File: config.mk
export PLATFORM = sky130hd
export DESIGN_NAME = fft_frame_collector_flat
export DESIGN_NICKNAME = d
export VERILOG_FILES = /design/src/rtl/fft_frame_collector_if.sv /design/src/rtl/fft_frame_collector.sv /design/src/flat_wrapper.sv
export SDC_FILE = /design/constraint.sdc
export NUM_CORES = 1
export LEC_CHECK = 0
export BUFFER_PORTS_ARGS = -buffer_cell sky130_fd_sc_hd__buf_2
export CAP_MARGIN = 40
export CORE_ASPECT_RATIO = 1.4
export CORE_MARGIN = 8
export CORE_UTILIZATION = 40
export DETAILED_ROUTE_END_ITERATION = 12
export PLACE_DENSITY = 0.67
export SLEW_MARGIN = 20
export SYNTH_ARGS = -nofsm -noshare
export SYNTH_HDL_FRONTEND = slang
export SYNTH_SLANG_ARGS = --single-unit
File: constraint.sdc
create_clock -name CLK_10 -period 4 [get_ports CLK_10]
set_clock_uncertainty 0.1 [all_clocks]
set_input_delay 0.6 -clock CLK_10 [delete_from_list [all_inputs] [get_ports CLK_10]]
set_output_delay 0.6 -clock CLK_10 [all_outputs]
set_load 0.005 [all_outputs]
File: src/rtl/fft_frame_collector_if.sv
// Stream-in / frame-out handshake bundle between the sample source, the collector and the FFT core.
// master drives samples and consumes frames; slave is the collector.
interface fft_frame_collector_if #(
    parameter int unsigned DATA_W = 8,
    parameter int unsigned N      = 32
) ();
    logic                  in_valid;
    logic [DATA_W-1:0]     in_data;
    logic                  in_ready;
    logic                  out_valid;
    logic                  out_ready;
    logic [N*DATA_W-1:0]   out_frame;

    modport master (
        output in_valid,
        output in_data,
        output out_ready,
        input  in_ready,
        input  out_valid,
        input  out_frame
    );

    modport slave (
        input  in_valid,
        input  in_data,
        input  out_ready,
        output in_ready,
        output out_valid,
        output out_frame
    );
endinterface

File: src/rtl/fft_frame_collector.sv
// Serial-to-parallel frame collector feeding the 32-point FFT: two ping-pong banks so one
// fills while the other is held for the consumer.
module fft_frame_collector #(
    parameter int unsigned DATA_W  = 8,
    parameter int unsigned N       = 32,
    parameter int unsigned LOG2N   = 5,
    parameter int unsigned BIT_REV = 0,
    parameter int unsigned CNT_W   = 16
) (
    input  logic                CLK_10,
    input  logic                RST,
    input  logic                clear,
    fft_frame_collector_if.slave bus,
    output logic [CNT_W-1:0]    frame_cnt
);

    logic [LOG2N-1:0]               wr_idx_q, wr_idx_d;
    logic                           wr_bank_q, wr_bank_d;
    logic                           rd_bank_q, rd_bank_d;
    logic [1:0]                     full_q, full_d;
    logic [1:0][N*DATA_W-1:0]       bank_q, bank_d;
    logic [CNT_W-1:0]               cnt_q, cnt_d;

    logic                           in_ready;
    logic                           out_valid;
    logic                           accept;
    logic                           consume;
    logic [LOG2N-1:0]               wr_slot;

    function automatic logic [LOG2N-1:0] slot_of(input logic [LOG2N-1:0] idx);
        logic [LOG2N-1:0] r;
        r = idx;
        if (BIT_REV != 0) begin
            for (int b = 0; b < int'(LOG2N); b++) begin
                r[b] = idx[int'(LOG2N) - 1 - b];
            end
        end
        return r;
    endfunction

    assign in_ready  = ~full_q[wr_bank_q];
    assign out_valid = full_q[rd_bank_q];
    assign accept    = bus.in_valid & in_ready;
    assign consume   = out_valid & bus.out_ready;
    assign wr_slot   = slot_of(wr_idx_q);

    assign bus.in_ready  = in_ready;
    assign bus.out_valid = out_valid;
    assign bus.out_frame = bank_q[rd_bank_q];
    assign frame_cnt     = cnt_q;

    always_comb begin
        wr_idx_d  = wr_idx_q;
        wr_bank_d = wr_bank_q;
        rd_bank_d = rd_bank_q;
        full_d    = full_q;
        bank_d    = bank_q;
        cnt_d     = cnt_q;

        if (accept) begin
            bank_d[wr_bank_q][wr_slot*DATA_W +: DATA_W] = bus.in_data;
            if (wr_idx_q == LOG2N'(N - 1)) begin
                wr_idx_d          = '0;
                full_d[wr_bank_q] = 1'b1;
                wr_bank_d         = ~wr_bank_q;
            end else begin
                wr_idx_d = wr_idx_q + 1'b1;
            end
        end

        // A consume never targets the bank being written: that bank is not full.
        if (consume) begin
            full_d[rd_bank_q] = 1'b0;
            rd_bank_d         = ~rd_bank_q;
            cnt_d             = cnt_q + 1'b1;
        end

        if (clear) begin
            wr_idx_d  = '0;
            wr_bank_d = 1'b0;
            rd_bank_d = 1'b0;
            full_d    = '0;
            bank_d    = '0;
            cnt_d     = cnt_q;
        end
    end

    always_ff @(posedge CLK_10 or negedge RST) begin
        if (!RST) begin
            wr_idx_q  <= '0;
            wr_bank_q <= 1'b0;
            rd_bank_q <= 1'b0;
            full_q    <= '0;
            bank_q    <= '0;
            cnt_q     <= '0;
        end else begin
            wr_idx_q  <= wr_idx_d;
            wr_bank_q <= wr_bank_d;
            rd_bank_q <= rd_bank_d;
            full_q    <= full_d;
            bank_q    <= bank_d;
            cnt_q     <= cnt_d;
        end
    end

endmodule

File: src/flat_wrapper.sv
// flat-port wrapper written by rule: the top's interface ports become plain ports
module fft_frame_collector_flat 
#(
    parameter int unsigned DATA_W  = 8,
    parameter int unsigned N       = 32,
    parameter int unsigned LOG2N   = 5,
    parameter int unsigned BIT_REV = 0,
    parameter int unsigned CNT_W   = 16
)
  (CLK_10, RST, clear, frame_cnt, bus_in_valid, bus_in_data, bus_out_ready, bus_in_ready, bus_out_valid, bus_out_frame);
  fft_frame_collector_if #(.DATA_W(DATA_W), .N(N)) bus_i ();
  input  logic CLK_10;
  input  logic RST;
  input  logic clear;
  output logic [CNT_W-1:0] frame_cnt;
  input wire logic [$bits(bus_i.in_valid)-1:0] bus_in_valid;
  input wire logic [$bits(bus_i.in_data)-1:0] bus_in_data;
  input wire logic [$bits(bus_i.out_ready)-1:0] bus_out_ready;
  output wire logic [$bits(bus_i.in_ready)-1:0] bus_in_ready;
  output wire logic [$bits(bus_i.out_valid)-1:0] bus_out_valid;
  output wire logic [$bits(bus_i.out_frame)-1:0] bus_out_frame;
  assign bus_i.in_valid = bus_in_valid;
  assign bus_i.in_data = bus_in_data;
  assign bus_i.out_ready = bus_out_ready;
  assign bus_in_ready = bus_i.in_ready;
  assign bus_out_valid = bus_i.out_valid;
  assign bus_out_frame = bus_i.out_frame;
  fft_frame_collector #(.DATA_W(DATA_W), .N(N), .LOG2N(LOG2N), .BIT_REV(BIT_REV), .CNT_W(CNT_W)) u_core (.CLK_10(CLK_10), .RST(RST), .clear(clear), .bus(bus_i), .frame_cnt(frame_cnt));
endmodule
==> impl_metrics.toml <==
[timing]
hold_viol = 0
drv_slew = 0
worst_pin_slew_ns = 0.887
setup_violations = 0
period_needed_ns = 3.59
max_slew_margin_pct = 40.1
rsz0062_at_grt = "false"
tns_ns = 0
max_freq_mhz = 279
fin_crit_sh_pct = 89.7

[power_and_ir_drop]
irDropWorstVdd_v = 0.000321
power_leakage_nw = 14.1
power.density_nw_per_um2 = 397

[setup_path]
worst_setup_path_start_kind = "flop"
critPathKind = "reg2reg"
slowest_stage = "dfrtp_1"
crit_arrival_ns = 3.99
cpLargestDelayFamily = "simple AND/OR/NAND/NOR gates"
r2r_start = "u_core.wr_idx_q[1]"
max_stage_delay_ns = 0.59
critPathBufInv = 2
path_cells = "inv_1, ha_1, nand2b_1, nor2_1, ha_1, nor4bb_1, nand4_1, nor3_4, buf_4, mux2_2"
worst-r2r-cell-count = 10
regToRegSetupSlack_ns = 0.41
endpoint_kind = "flop"
worstReg2RegEnd = "u_core.bank_q[7]"
cp_data_required_time_ns = 4.40
path_common_cell = "ha_1"
worst-path-max-fanout = 14

[floorplan]
coreArea_sq_um = 59400
rows = 106
boundaryPins = 287
die_x_um = 223
dieArea_sq_um = 68000
die_h_um = 305
initial_utilization_pct = 40.3

[place]
gp_congestion = 0.899
portBuffers = 286
dp_hpwl_mm = 54.7

[global_route]
grt_max_degree = 99
gr-total-overflow = 0
grt_pass1_vias = 18888
antenna_found_initial = 1
grt_use_total_pct = 22.8
grt_pass1_wl_mm = 121

[drt]
wl_mm = 79.3
wl_per_cell_um = 26.8
via_count = 18118
first_iter_violations = 1749
drc = 0
viasPerCell = 6.12
dr.pass1.iters = 7
drtAntennaViolNets = 0

[worst_hold_path]
hold_class = "in2reg"
min_from = "bus_in_data[6]"
min_path_cells = 2
hold_path_end = "u_core.bank_q[262]"

[layout]
nets = 2183
syn_to_final_growth_pct = 19.1
layout_commonest_cell = "dfrtp_1"
drive_above_1_share_pct = 34.4
layout_common_cells = "536 x dfrtp_1, 375 x a22o_1, 287 x buf_2"
fin_util_pct = 47.9

[synthesis]
synth.area.top_cells = "dfrtp_1 56%, a22o_1 14%, mux2_2 12%"
synth_nets = 1874
synth_top_area_cell = "dfrtp_1"
synth_top_area_share_pct = 56.2
seq_area_frac_synth_pct = 56.2
synth_edf_count = 0
synth_flop_cell = "dfrtp_1"
avgSynthCellArea_sq_um = 12.9
yosys_register_bits = 537
syn_area_sq_um = 23900
yosysWarnings = 0
synthArstFlopShare_pct = 100
syn_inst = 1856
synth_cell_types = 58

[cts]
clkTransAtPathRegs_ns = 0.07
ctsLongestPathBuffers = 3
htreeDepth = 2
clk_latency_ns = 0.62
cts-root-buf = "clkbuf_16"
postCtsSetupBuffers = 0
tritoncts = "yes"
clock-sinks = 537
numCtsBuffers = 51

[status]
status = "completed"

[run]
drv_cap = 0
==> cells in the mapped netlist (3+ instances only) <==
master / number
a31oi_2: 5
and3_1: 10
a31oi_1: 38
or3_1: 3
dfrtp_1: 537
xnor2_1: 12
nor4_2: 3
buf_2: 35
a41oi_1: 15
mux2_2: 259
nand2_1: 87
nor2_1: 66
o311a_1: 4
nand4_1: 19
a21oi_1: 15
a41o_1: 4
o21ai_0: 8
inv_1: 22
a311o_1: 6
a22o_1: 375
o41ai_1: 7
buf_1: 9
nand2b_1: 8
nand3_1: 32
xor2_1: 4
clkbuf_1: 89
a32o_1: 23
ha_1: 5
o2bb2ai_1: 57
and2_1: 4
nor2b_1: 4
and4_1: 6
nor3_1: 9
mux2i_1: 42
==> worst register-to-register path, cell delays in order, from the launching register on <==
cell	delay, ns
dfrtp_1	0.59
inv_1	0.10
ha_1	0.30
nand2b_1	0.14
nor2_1	0.05
ha_1	0.38
nor4bb_1	0.45
nand4_1	0.50
nor3_4	0.31
buf_4	0.21
mux2_2	0.34
==> sequential cells by signal, indices dropped and copies added, names as in the netlist <==
register          cells
u_core.wr_bank_q      1
u_core.wr_idx_q       5
u_core.bank_q       512
u_core.frame_cnt     16
u_core.rd_bank_q      1
u_core.full_q         2
==> where the power goes <==
group | internal (mW) | switching (mW) | leakage [nW] | total, mW
clock network | 2.96 | 2.16 | 0.850 | 5.12
logic | 0.156 | 0.582 | 5.76 | 0.738
registers | 5.44 | 0.00710 | 7.50 | 5.44
total | 8.55 | 2.75 | 14.1 | 11.3
==> timing repair <==
item,in CTS,in global routing
hold endpoints to repair,34,0
gates resized for setup,0,0
hold buffers,1,0
==> stage by stage <==
step | hold WS [ns] | std cells | instance area (sq um) | worst slack [ns] | power [mW]
floorplan | 0.204 | 1856 | 23900 | 0.604 | 5.88
global placement | 0.360 | 2844 | 26500 | 0.438 | 6.25
detailed placement | 0.368 | 2860 | 26700 | 0.536 | 6.28
CTS | 0.144 | 2953 | 28400 | 0.496 | 11.4
global route | 0.163 | 2961 | 28500 | 0.310 | 11.6
finish | 0.180 | 2962 | 28500 | 0.414 | 11.3
==> area by class of cell <==
cell class                      count  area [sq um]
Multi-Input combinational cell   1163          9880
Clock buffer                       76          1520
Antenna cell                        2          5.00
Timing Repair Buffer              390          2380
Tap cell                          756           946
Fill cell                        5294         30900
Sequential cell                   537         13400
Inverter                           22          82.6
Clock inverter                     16           234
==> cell families (layout without fill, tap and decap cells) <==
kind of cell               Yosys count  count (layout)  synth area share [%]
and+or+nand+nor                    268             268                  5.62
DFF                                537             537                  56.2
xor gates and xnor gates            18              18                 0.722
other                                0               2                     0
adders and majority gates            5               5                 0.262
AOI/OAI and AO/OA                  571             571                  20.6
buffers and inverters              156             504                  2.66
muxes                              301             301                  14.0
==> how the worst max path moves through the flow <==
stage               slack, ns                  to          startpoint  depth (start not counted)
floorplan                0.60    u_core.bank_q[7]  u_core.wr_idx_q[0]                         11
detailed placement       0.54    u_core.bank_q[7]  u_core.wr_idx_q[1]                         10
global route             0.31    u_core.bank_q[7]  u_core.wr_idx_q[1]                         10
CTS                      0.50    u_core.bank_q[7]  u_core.wr_idx_q[1]                         10
finish                   0.41    u_core.bank_q[7]  u_core.wr_idx_q[1]                         10
global placement         0.44  u_core.bank_q[234]  u_core.wr_idx_q[1]                          9
==> metal layers <==
layer / up-vias / routed length [um] / track usage, %
li1: 7780 / - / -
met3: 135 / 4340 / 3.92
met2: 665 / 39400 / 38.5
met1: 9538 / 32600 / 28.9
met5: - / 0 / 0
met4: 0 / 2950 / 8.68
Note: power is estimated with default switching activity, not from simulation.
